File: config.mk
export PLATFORM = sky130hd
export DESIGN_NAME = multdiv_ctrl
export DESIGN_NICKNAME = d
export VERILOG_FILES = /design/src/rtl/multdiv_ctrl.sv
export SDC_FILE = /design/constraint.sdc
export NUM_CORES = 1
export LEC_CHECK = 0
export CAP_MARGIN = 5
export CELL_PAD_IN_SITES_DETAIL_PLACEMENT = 1
export CELL_PAD_IN_SITES_GLOBAL_PLACEMENT = 2
export CORE_ASPECT_RATIO = 1.5
export CORE_MARGIN = 2
export CORE_UTILIZATION = 30
export DETAILED_ROUTE_END_ITERATION = 10
export GPL_TIMING_DRIVEN = 1
export HOLD_SLACK_MARGIN = 0.12
export PLACE_DENSITY = 0.75
export SLEW_MARGIN = 20
export SYNTH_ARGS = -nofsm -noshare
export SYNTH_HDL_FRONTEND = slang
export SYNTH_SLANG_ARGS = --single-unit
File: constraint.sdc
create_clock -name clock -period 4.1 [get_ports clock]
set_clock_uncertainty 0.15 [all_clocks]
set_input_delay 0.615 -clock clock [delete_from_list [all_inputs] [get_ports clock]]
set_output_delay 0.615 -clock clock [all_outputs]
set_load 0.02 [all_outputs]
File: src/rtl/multdiv_ctrl.sv
// multdiv_ctrl: iterative signed 32-bit multiply/divide sequencer that stalls the core and presents a one-cycle result.
module multdiv_ctrl #(
  parameter int WIDTH        = 32,
  parameter int MUL_EXC_CODE = 4,
  parameter int DIV_EXC_CODE = 5
) (
  input  logic             clock,
  input  logic             reset,
  input  logic             start_mult,
  input  logic             start_div,
  input  logic [WIDTH-1:0] operandA,
  input  logic [WIDTH-1:0] operandB,
  input  logic [4:0]       dest_reg,
  output logic             stall,
  output logic             busy,
  output logic             result_valid,
  output logic [WIDTH-1:0] result,
  output logic [4:0]       result_reg,
  output logic             exception,
  output logic [WIDTH-1:0] exc_code
);
  typedef enum logic [1:0] {IDLE, MUL, DIV, DONE} state_t;
  localparam logic [WIDTH-1:0] MUL_CODE = WIDTH'(MUL_EXC_CODE);
  localparam logic [WIDTH-1:0] DIV_CODE = WIDTH'(DIV_EXC_CODE);
  localparam logic [WIDTH-1:0] MIN_NEG  = {1'b1, {(WIDTH-1){1'b0}}};
  state_t             state_q, state_d;
  logic [5:0]         cnt_q, cnt_d;
  logic [2*WIDTH-1:0] acc_q, acc_d;
  logic [WIDTH-1:0]   opd_q, opd_d;
  logic               neg_q, neg_d, mul_q, mul_d, exc_q, exc_d;
  logic [4:0]         rd_q, rd_d;
  logic               a_neg, b_neg, div_zero, div_ovf, div_ge, mul_ovf, done;
  logic [WIDTH-1:0]   a_mag, b_mag, div_diff, quot;
  logic [WIDTH:0]     mul_sum, div_sh;
  logic [2*WIDTH-1:0] prod;
  // acc holds {partial product hi, multiplier} for MUL and {remainder, dividend/quotient} for DIV
  always_comb begin
    a_neg    = operandA[WIDTH-1];
    b_neg    = operandB[WIDTH-1];
    a_mag    = a_neg ? -operandA : operandA;
    b_mag    = b_neg ? -operandB : operandB;
    div_zero = operandB == '0;
    div_ovf  = operandA == MIN_NEG && &operandB;
    mul_sum  = {1'b0, acc_q[2*WIDTH-1:WIDTH]} + (acc_q[0] ? {1'b0, opd_q} : '0);
    div_sh   = acc_q[2*WIDTH-1:WIDTH-1];
    div_ge   = div_sh >= {1'b0, opd_q};
    div_diff = div_sh[WIDTH-1:0] - opd_q;
    prod     = neg_q ? -acc_q : acc_q;
    quot     = neg_q ? -acc_q[WIDTH-1:0] : acc_q[WIDTH-1:0];
    mul_ovf  = prod[2*WIDTH-1:WIDTH] != {WIDTH{prod[WIDTH-1]}};
    state_d  = state_q;
    cnt_d    = cnt_q;
    acc_d    = acc_q;
    opd_d    = opd_q;
    neg_d    = neg_q;
    mul_d    = mul_q;
    exc_d    = exc_q;
    rd_d     = rd_q;
    case (state_q)
      IDLE: if (start_mult | start_div) begin
        acc_d   = {{WIDTH{1'b0}}, start_mult ? b_mag : (div_zero ? '0 : a_mag)};
        opd_d   = start_mult ? a_mag : b_mag;
        neg_d   = a_neg ^ b_neg;
        mul_d   = start_mult;
        exc_d   = !start_mult && (div_zero || div_ovf);
        rd_d    = dest_reg;
        cnt_d   = '0;
        state_d = start_mult ? MUL : (div_zero ? DONE : DIV);
      end
      MUL: begin
        acc_d   = {mul_sum, acc_q[WIDTH-1:1]};
        cnt_d   = cnt_q + 6'd1;
        state_d = cnt_q == 6'(WIDTH-1) ? DONE : MUL;
      end
      DIV: begin
        acc_d   = div_ge ? {div_diff, acc_q[WIDTH-2:0], 1'b1} : {div_sh[WIDTH-1:0], acc_q[WIDTH-2:0], 1'b0};
        cnt_d   = cnt_q + 6'd1;
        state_d = cnt_q == 6'(WIDTH-1) ? DONE : DIV;
      end
      default: state_d = IDLE;
    endcase
    done         = state_q == DONE;
    busy         = state_q != IDLE;
    stall        = (state_q == IDLE && (start_mult || start_div)) || state_q == MUL || state_q == DIV;
    result_valid = done;
    result       = done ? (mul_q ? prod[WIDTH-1:0] : quot) : '0;
    result_reg   = done ? rd_q : '0;
    exception    = done && (mul_q ? mul_ovf : exc_q);
    exc_code     = exception ? (mul_q ? MUL_CODE : DIV_CODE) : '0;
  end
  always_ff @(posedge clock) begin
    if (reset) begin
      state_q <= IDLE;
      cnt_q   <= '0;
      acc_q   <= '0;
      opd_q   <= '0;
      neg_q   <= 1'b0;
      mul_q   <= 1'b0;
      exc_q   <= 1'b0;
      rd_q    <= '0;
    end else begin
      state_q <= state_d;
      cnt_q   <= cnt_d;
      acc_q   <= acc_d;
      opd_q   <= opd_d;
      neg_q   <= neg_d;
      mul_q   <= mul_d;
      exc_q   <= exc_d;
      rd_q    <= rd_d;
    end
  end
endmodule

==> results of run 1 <==
==> stage by stage <==
stage                     cells  power, mW  setup TNS [ns]  instance area (sq um)   util
after detailed placement   2546       4.19           -4.49                  15700  0.375
after CTS                  2564       5.21          -0.624                  16100  0.385
after global placement     2546       4.14           -3.27                  15700  0.375
after floorplan            1792       2.97               0                  12800      -
final                      2572       5.30          -0.688                  16500  0.393
after global routing       2572       5.61           -1.34                  16500  0.393
==> path summary, 6_finish.rpt <==
| path | start | endpoint | slack, ns | cells after the start |
|---|---|---|---|---|
| hold / removal | opd_q[23] | opd_q[23] | 0.30 | 2 |
| setup reg to reg | opd_q[24] | acc_q[54] | 0.13 | 13 |
| setup / recovery | acc_q[15] | exception | -0.34 | 13 |
| hold reg to reg | opd_q[23] | opd_q[23] | 0.30 | 2 |
==> flip-flops by register name (all words and copies together) (netlist names) <==
signal   cells
rd_q         5
neg_q        1
state_q      2
mul_q        1
exc_q        1
cnt_q        6
opd_q       32
acc_q       64
==> Yosys cell counts, types with 5 or more instances <==
library cell	instances	area (sq um)
nor2_1	170	638
a21oi_1	122	611
nand2_1	122	458
clkbuf_1	116	435
xnor2_1	113	990
dfxtp_1	112	2240
o21ai_0	98	490
ha_1	74	926
inv_1	72	270
xor2_1	60	526
a22oi_1	57	428
nand3_1	41	205
o31ai_1	39	293
a211oi_1	38	285
and2_1	37	231
a21o_1	35	263
a221oi_1	31	272
buf_4	31	233
nor3_1	30	150
nand4_1	27	169
or3_1	26	163
o41ai_1	23	201
and3_1	21	131
nor2b_1	21	131
a31oi_1	20	125
or4_1	18	135
o211ai_1	16	120
a2111oi_0	14	123
nor4_1	12	75.1
o21bai_1	12	90.1
or2_2	12	75.1
nand2b_1	11	68.8
mux2i_1	9	90.1
a222oi_1	8	80.1
buf_1	8	30.0
o22ai_1	8	50.1
a221o_1	7	70.1
nor3b_1	7	52.6
o21a_1	7	52.6
a32oi_1	5	43.8
==> final cells by class <==
cell class                 instances  area [sq um]
fill                            5194         25400
inverter                          73           278
multi-input combinational       1448          9880
clock buffer                       9           225
tap                              564           706
timing repair buffer             359          3020
clock inverter                     7          98.8
sequential                       112          2250
==> power breakdown <==
part	switching, mW	internal (mW)	total, mW
combinational	1.75	1.22	2.98
clock	0.529	0.447	0.977
sequential	0.123	1.23	1.35
==> layer usage <==
metal	up-vias	GRT usage	wire length, um
li1	6903	-	-
met1	7157	0.268	21000
met2	347	0.481	30600
met3	158	0.0223	1400
met4	0	0.183	4800
met5	-	0	0
==> cells by family after synthesis <==
logic type	after synthesis	synth area share
other	1	0.000296
AND/OR/NAND/NOR	574	0.225
AO/OA/AOI/OAI	584	0.314
multiplexers	11	0.00887
adder cells (fa/ha/maj)	76	0.0761
XOR/XNOR	173	0.119
flip-flops	112	0.177
buffers and inverters	232	0.0792
==> worst register-to-register path, cell delays in order, from the launching register on <==
cell and delay, ns:
dfxtp_1 0.36, inv_1 0.14, ha_1 0.42, a21oi_1 0.29, nor2_1 0.10, a41o_1 0.25
a221o_1 0.33, a221o_1 0.32, a211o_1 0.33, a31o_2 0.33, buf_4 0.24, nand2_1 0.29
o21a_1 0.25, nand3_1 0.09
==> timing repair <==
| item | 4_1_cts | 5_1_grt |
|---|---|---|
| resized for setup | 26 | 49 |
| buffers inserted | 2 | 8 |
| endpoints found under the hold margin | 0 | 0 |
| setup endpoints to repair | 3 | 12 |
| pin swaps | 10 | 13 |
==> out/metrics.csv, run 1 <==
stage,metric,value,unit
hold_path,min_path_type,reg -> reg,
critical_path,cp_cell_sequence,nor4_4 -> nand4_1 -> or2_1 -> buf_4 -> nor3_4 -> buf_4 -> mux2i_2 -> a31oi_2 -> nor4_4 -> a31oi_4 -> a2111oi_4 -> a31oi_2 -> buf_4,
cts,insertion_delay,0.39,ns
critical_path,max_stage_delay,0.40,ns
global_route,grt_pass1_vias,15200,
timing,rsz0062_at_grt,yes,
logic_synthesis,yosysUniqueCellTypes,74,
layout,areaGrowthSynthToFinish,29.7,%
route,first_pass_iters,5,
layout,final_cell_mix,"buf_4, nor2_1, a21oi_1, nand2_1",
global_route,grt_usage,0.259,
layout,final_common_cell,buf_4,
cts,cts_buffers,9,
critical_path,critPathBufInv,3,
timing,max_freq,225,MHz
placed_design,dp_hpwl,47.8,mm
global_route,grt_pass1_wl,87.4,mm
timing,finalCritPeriodShare,1.08,
floorplanning,die_area,0.0440,sq mm
logic_synthesis,avgSynthCellArea,7.20,sq um
timing,max_slew.worst_pin.slew,0.954,ns
route,routed_via_density,5.66,
floorplanning,fp-row-count,92,
timing,fin_crit,4.44,ns
timing,maxSlewViolCount,0,
power,p_leak,6.66,nW
critical_path,cp_slowest_cell,a2111oi_4,
cts,cts_root_buf,clkbuf_16,
critical_path,crit_fanout,5,
route,wl_per_cell,22.5,um
logic_synthesis,yosys_warnings,0,
timing,holdWs,0.305,ns
cts,cts_tree,built,
global_route,antenna_found_initial,0,
global_route,grt_max_degree,67,
run_status,outcome,"finished, violations left",
timing,hold_violations,0,
route,dr.first_iter.drc_count,697,
timing,setup_violations,2,
cts,cts_sinks,112,
route,drt_wl_total,57.8,mm
logic_synthesis,syn_area,0.0127,sq mm
critical_path,cp-end-kind,primary output,
critical_path,arrival,3.68,ns
critical_path,required,3.34,ns
placed_design,place_ws,-0.540,ns
floorplanning,die_x,172,um
route,ant_nets,0,
critical_path,crit_family,simple AND/OR/NAND/NOR gates,
floorplanning,io_pins,146,
cts,hold_buffers,0,
cts,htreeDepth,3,
cts,clk_path_buf_depth,2,
floorplanning,die_h,256,um
timing,slew_headroom,0.364,
power,peakVddDrop,0.247,mV
placed_design,io_buffers,115,
logic_synthesis,synth-main-ff-cell,dfxtp_1,
logic_synthesis,ys_seq_area_frac,0.177,
power,p_per_area,322,mW/mm^2
route,drc,0,
critical_path,worstSetupPathType,reg -> out,
job,max_cap_violations,0,
run_status,violations,setup timing,
timing,worst_slack,-0.344,ns
layout,diodes,0,
floorplanning,core_area,0.0419,sq mm
logic_synthesis,synth_edf_count,0,
cts,path_clk_slew,0.10,ns
layout,drive_gt1_frac,0.168,
critical_path,crit_path_frequent_cell,buf_4,
critical_path,crit_path_start_kind,register,
logic_synthesis,ys_ff_latch,112,
logic_synthesis,netlist_instances,1763,
floorplanning,start_util,0.303,
layout,nets,2152,
logic_synthesis,async_flop_share,0,
placed_design,place_congestion,0.930,
route,vias,14600,
global_route,grt_remaining_overflow,0,
(Power assumes the default switching activity.)
==> run 2, diff against run 1 <==
GPL_ROUTABILITY_DRIVEN = 1   (was not set)
PLACE_DENSITY = not set   (was 0.75)
PLACE_DENSITY_LB_ADDON = 0.1   (was not set)
TNS_END_PERCENT = 1   (was not set)
==> run 2 against run 1 <==
Net effect:
- the flow still finishes with violations (setup timing)
- combinational power down 3%
- non-clock buffer count rose by 15
- critical path type unchanged
- critical path depth unchanged
- sequential power barely moved
- setup slack got worse by 0.066 ns
- core utilization shrank 0.23 points
- sequential share of layout area barely moved
- clock power hardly changed
- critical endpoint unchanged
- count of clock-buffer cells in the layout stayed put
==> out/metrics.csv, run 2 (synthesized netlist as in run 1, its figures left out) <==
stage,metric,value,unit
timing,maxSlewViolCount,0,
run_status,violations,setup timing,
route,drt_wl_total,61.0,mm
cts,htreeDepth,3,
cts,path_clk_slew,0.09,ns
power,peakVddDrop,0.190,mV
global_route,grt_remaining_overflow,0,
cts,insertion_delay,0.40,ns
power,p_sw,2.38,mW
timing,slew_headroom,0.316,
placed_design,io_buffers,115,
route,drc,0,
global_route,grt_pass1_wl,91.7,mm
layout,top_register,acc_q,
critical_path,worstSetupPathType,reg -> out,
timing,worst_slack,-0.410,ns
floorplanning,die_h,256,um
critical_path,cp_cell_sequence,nor4_4 -> buf_4 -> nand4_1 -> or4_4 -> or2_4 -> buf_6 -> a211o_1 -> nand4_1 -> o211ai_1 -> a221o_1 -> a2111oi_4 -> a31oi_2 -> buf_4,
critical_path,max_stage_delay,0.50,ns
route,dr.first_iter.drc_count,797,
power,internal_power,2.86,mW
timing,holdWs,0.308,ns
timing,fin_crit,4.51,ns
timing,setup_violations,2,
floorplanning,core_area,0.0419,sq mm
critical_path,crit_path_start_kind,register,
global_route,grt_usage,0.275,
cts,cts_sinks,112,
layout,final_core_utilization,0.391,
floorplanning,fp-row-count,92,
power,switching_share,0.454,
global_route,grt_pass1_vias,15400,
timing,finalCritPeriodShare,1.10,
layout,largestRegisters,"acc_q x64, opd_q x32, cnt_q x6",
job,max_cap_violations,0,
route,ant_nets,0,
route,first_pass_iters,6,
placed_design,dp_hpwl,50.6,mm
power,p_leak,6.68,nW
power,pwr-share-clk,0.191,
global_route,antenna_found_initial,0,
cts,hold_buffers,0,
run_status,outcome,"finished, violations left",
critical_path,required,3.34,ns
cts,clk_path_buf_depth,2,
timing,max_freq,222,MHz
placed_design,place_congestion,0.905,
route,routed_via_density,5.63,
timing,hold_violations,0,
cts,cts_tree,built,
power,p_seq_frac,0.256,
route,vias,14600,
layout,final_common_cell,buf_4,
critical_path,arrival,3.75,ns
timing,setup_tns,-0.821,ns
layout,final_cell_mix,"buf_4, nor2_1, nand2_1, a21oi_1, xnor2_1",
global_route,grt_max_degree,67,
power,p_comb_frac,0.553,
power,p_per_area,320,mW/mm^2
route,wl_per_cell,23.6,um
critical_path,cp-end-kind,primary output,
layout,drive_gt1_frac,0.162,
layout,nets,2167,
cts,cts_buffers,9,
floorplanning,die_x,172,um
critical_path,critPathBufInv,3,
floorplanning,die_area,0.0440,sq mm
layout,diodes,0,
timing,rsz0062_at_grt,yes,
critical_path,cp_slowest_cell,or4_4,
hold_path,min_path_type,reg -> reg,
critical_path,crit_family,simple AND/OR/NAND/NOR gates,
floorplanning,start_util,0.303,
critical_path,crit_fanout,6,
layout,largest_register_ffs,64,
timing,max_slew.worst_pin.slew,1.02,ns
floorplanning,io_pins,146,
placed_design,place_ws,-0.642,ns
cts,cts_root_buf,clkbuf_16,
layout,areaGrowthSynthToFinish,28.9,%
run 2: cell count changes in the layout (fill, tap and decap cells not counted), moves of 4 or more:
cell / change
buf_4: +17
dfxtp_2: -4
nor4_1: +5
a211oi_1: +4
nor3_1: +4
dfxtp_1: +4
run 2: final cells by class:
class,count,area [sq um]
repair buffers,374,3110
inverters,73,274
clock inverters,7,92.6
fillers,5268,25500
multi-input cells,1448,9710
flip-flops and latches,112,2240
well taps,564,706
clock buffers,9,225
run 2: worst paths after layout:
| check | start | slack [ns] | depth (start not counted) | end |
|---|---|---|---|---|
| worst max-delay path | acc_q[19] | -0.41 | 13 | exception |
| worst min-delay path | opd_q[25] | 0.31 | 2 | opd_q[25] |
| worst max register to register | acc_q[0] | 0.07 | 15 | acc_q[62] |
| worst min register to register | opd_q[25] | 0.31 | 2 | opd_q[25] |
run 2: worst min-delay path, stage by stage, from the launching register on:
cell,delay [ns]
dfxtp_1,0.31
nand2_1,0.05
a21oi_1,0.05
run 2: timing repair:
item                                   in CTS  in global routing
setup endpoints to repair                   9                 15
setup buffers                               1                  0
pin swaps                                   8                  2
endpoints found under the hold margin       0                  0
resized for setup                          29                  9
cloned                                      0                  0
run 2: routing by layer:
metal,vias up,share of wire,track usage
met5,-,0,0
met3,122,0.024,0.0261
met4,0,0.066,0.162
li1,6947,-,-
met1,7215,0.37,0.282
met2,293,0.54,0.528
run 2: through the flow:
step | total power, mW | instance area (sq um) | instances
final | 5.24 | 16400 | 2587
after global routing | 5.58 | 16400 | 2587
after CTS | 5.27 | 16300 | 2587
after detailed placement | 4.22 | 15900 | 2570
after global placement | 4.18 | 15900 | 2570
after floorplan | 2.97 | 12800 | 1792
run 2: power by group through the flow:
stage | Clock (mW) | Combinational (mW) | Sequential [mW]
floorplan | 0 | 1.64 | 1.33
global placement | 0 | 2.83 | 1.35
detailed placement | 0 | 2.86 | 1.36
CTS | 1.03 | 2.90 | 1.34
global route | 1.07 | 3.15 | 1.36
finish | 1.00 | 2.89 | 1.34
==> run 3, diff against run 2 <==
CTS_BUF_LIST = sky130_fd_sc_hd__clkbuf_2 sky130_fd_sc_hd__clkbuf_4 sky130_fd_sc_hd__clkbuf_8   (was not set)
CTS_CLUSTER_SIZE = 40   (was not set)
SLEW_MARGIN = not set   (was 20)
==> run 3 against run 2 <==
Net effect:
- the run still ends with setup timing left
- highest routed layer unchanged
- first-iteration DRC count fell by 3.1%
- critical path depth is the same
- count of clock-buffer cells in the layout unchanged
- largest cell class unchanged
==> out/metrics.csv, run 3 (synthesized netlist as in run 1, its figures left out) <==
stage,metric,value,unit
floorplanning,start_util,0.303,
run_status,violations,setup timing,
critical_path,critPathLaunch,acc_q[19],
timing,fin_crit,4.57,ns
critical_path,cp_slowest_cell,or4_4,
layout,fillers,5278,
layout,fin_area,0.0162,sq mm
floorplanning,io_pins,146,
timing,setup_tns,-0.948,ns
power,peakVddDrop,0.257,mV
critical_path,worstReg2RegEnd,acc_q[62],
placed_design,io_buffers,115,
layout,final_common_cell,buf_4,
timing,setup_violations,2,
global_route,grt_pass1_vias,15300,
floorplanning,die_h,256,um
route,wl_per_cell,23.5,um
power,p_sw,2.34,mW
layout,largest_register_ffs,64,
route,drc,0,
layout,multi_input_area,0.00969,sq mm
layout,areaGrowthSynthToFinish,28.0,%
timing,holdWs,0.313,ns
placed_design,placed_area,0.0159,sq mm
cts,cts_sinks,112,
timing,hold_violations,0,
run_status,outcome,"finished, violations left",
timing,finalCritPeriodShare,1.12,
critical_path,reg2reg_depth,15,
critical_path,cp-end-kind,primary output,
critical_path,r2r_slack,0.13,ns
floorplanning,fp-row-count,92,
floorplanning,die_area,0.0440,sq mm
cts,htreeDepth,3,
route,drt_wl_total,60.9,mm
cts,clk_path_buf_depth,2,
timing,maxSlewViolCount,0,
global_route,antenna_found_initial,1,
power,p_seq_frac,0.268,
layout,final_core_utilization,0.388,
cts,insertion_delay,0.46,ns
floorplanning,core_area,0.0419,sq mm
route,first_pass_iters,5,
critical_path,r2r-start,acc_q[0],
cts,path_clk_slew,0.13,ns
cts,cts_tree,built,
power,pwr-share-clk,0.156,
layout,regArea,0.00225,sq mm
global_route,grt_max_degree,67,
critical_path,max_stage_delay,0.50,ns
timing,max_freq,219,MHz
critical_path,worstSetupPathType,reg -> out,
route,dr.first_iter.drc_count,772,
power,internal_power,2.67,mW
power,p_comb_frac,0.576,
global_route,grt_remaining_overflow,0,
timing,slew_headroom,0.322,
timing,worst_slack,-0.474,ns
placed_design,place_congestion,0.905,
timing,rsz0062_at_grt,yes,
layout,final_cell_mix,"buf_4, nor2_1, nand2_1, a21oi_1, xnor2_1",
power,p_leak,6.65,nW
critical_path,crit_path_start_kind,register,
critical_path,arrival,3.81,ns
layout,largestRegisters,"acc_q x64, opd_q x32, cnt_q x6",
cts,cts_buffers,9,
critical_path,cp_cell_sequence,nor4_4 -> buf_4 -> nand4_1 -> or4_4 -> or2_4 -> buf_6 -> a211o_1 -> nand4_1 -> o211ai_1 -> a221o_1 -> a2111oi_4 -> a31oi_2 -> buf_4,
layout,top_register,acc_q,
critical_path,cp-endpoint,exception,
route,ant_nets,0,
placed_design,dp_hpwl,50.6,mm
power,p_per_area,309,mW/mm^2
global_route,grt_usage,0.275,
job,max_cap_violations,0,
timing,max_slew.worst_pin.slew,1.01,ns
power,switching_share,0.468,
global_route,grt_pass1_wl,91.7,mm
route,vias,14600,
hold_path,min_path_type,reg -> reg,
layout,nets,2167,
cts,cts_root_buf,clkbuf_8,
route,routed_via_density,5.63,
critical_path,crit_fanout,6,
floorplanning,die_x,172,um
critical_path,required,3.34,ns
layout,drive_gt1_frac,0.161,
run 3: cell count changes in the layout (fill, tap and decap cells not counted), sizes merged:
cell	delta
clkdlybuf4s50	-1
diode	+1
dlymetal6s2s	+1
run 3: how the worst min path moves through the flow:
| stage | endpoint | slack, ns | start | depth (start not counted) |
|---|---|---|---|---|
| global route | rd_q[0] | 0.33 | rd_q[0] | 2 |
| finish | opd_q[25] | 0.31 | opd_q[25] | 2 |
| floorplan | rd_q[0] | 0.28 | rd_q[0] | 2 |
| global placement | rd_q[4] | 0.29 | rd_q[4] | 2 |
| CTS | rd_q[4] | 0.31 | rd_q[4] | 2 |
| detailed placement | rd_q[4] | 0.30 | rd_q[4] | 2 |
run 3: layout make-up:
cell class / instances / area share
Clock buffer: 9 / 0.00762
Tap cell: 564 / 0.0434
Antenna cell: 1 / 0.000154
Timing Repair Buffer: 374 / 0.192
Multi-Input combinational cell: 1448 / 0.596
Clock inverter: 7 / 0.00570
Inverter: 73 / 0.0169
Sequential cell: 112 / 0.138
run 3: metal layers:
layer,GRT usage,wire (um)
met3,0.0243,1560
met5,0,0
met2,0.526,33100
met1,0.283,22100
met4,0.163,4150
run 3: stage by stage:
stage	setup slack, ns	power (mW)	instances
detailed placement	-0.642	4.22	2570
finish	-0.474	5.01	2588
global placement	-0.653	4.18	2570
global route	-0.676	5.36	2588
floorplan	0.0194	2.97	1792
CTS	-0.408	5.05	2587
run 3: power groups by stage:
stage	Combinational [mW]	Clock, mW	Sequential (mW)
CTS	2.89	0.816	1.34
global placement	2.83	0	1.35
finish	2.89	0.782	1.34
floorplan	1.64	0	1.33
global route	3.15	0.849	1.36
detailed placement	2.86	0	1.36
run 3: worst max-delay path: cells and delay by family (launching register included):
family	cells	cell delay [ns]
flops	1	0.36
compound gates	5	1.20
buf+inv	3	0.51
simple gates	5	1.29
run 3: timing repair:
| action | 4_1_cts | 5_1_grt |
|---|---|---|
| pin swaps | 8 | 2 |
| hold buffers | 0 | 0 |
| endpoints found under the setup margin | 9 | 12 |
| setup buffers | 1 | 0 |
| resized for setup | 29 | 8 |
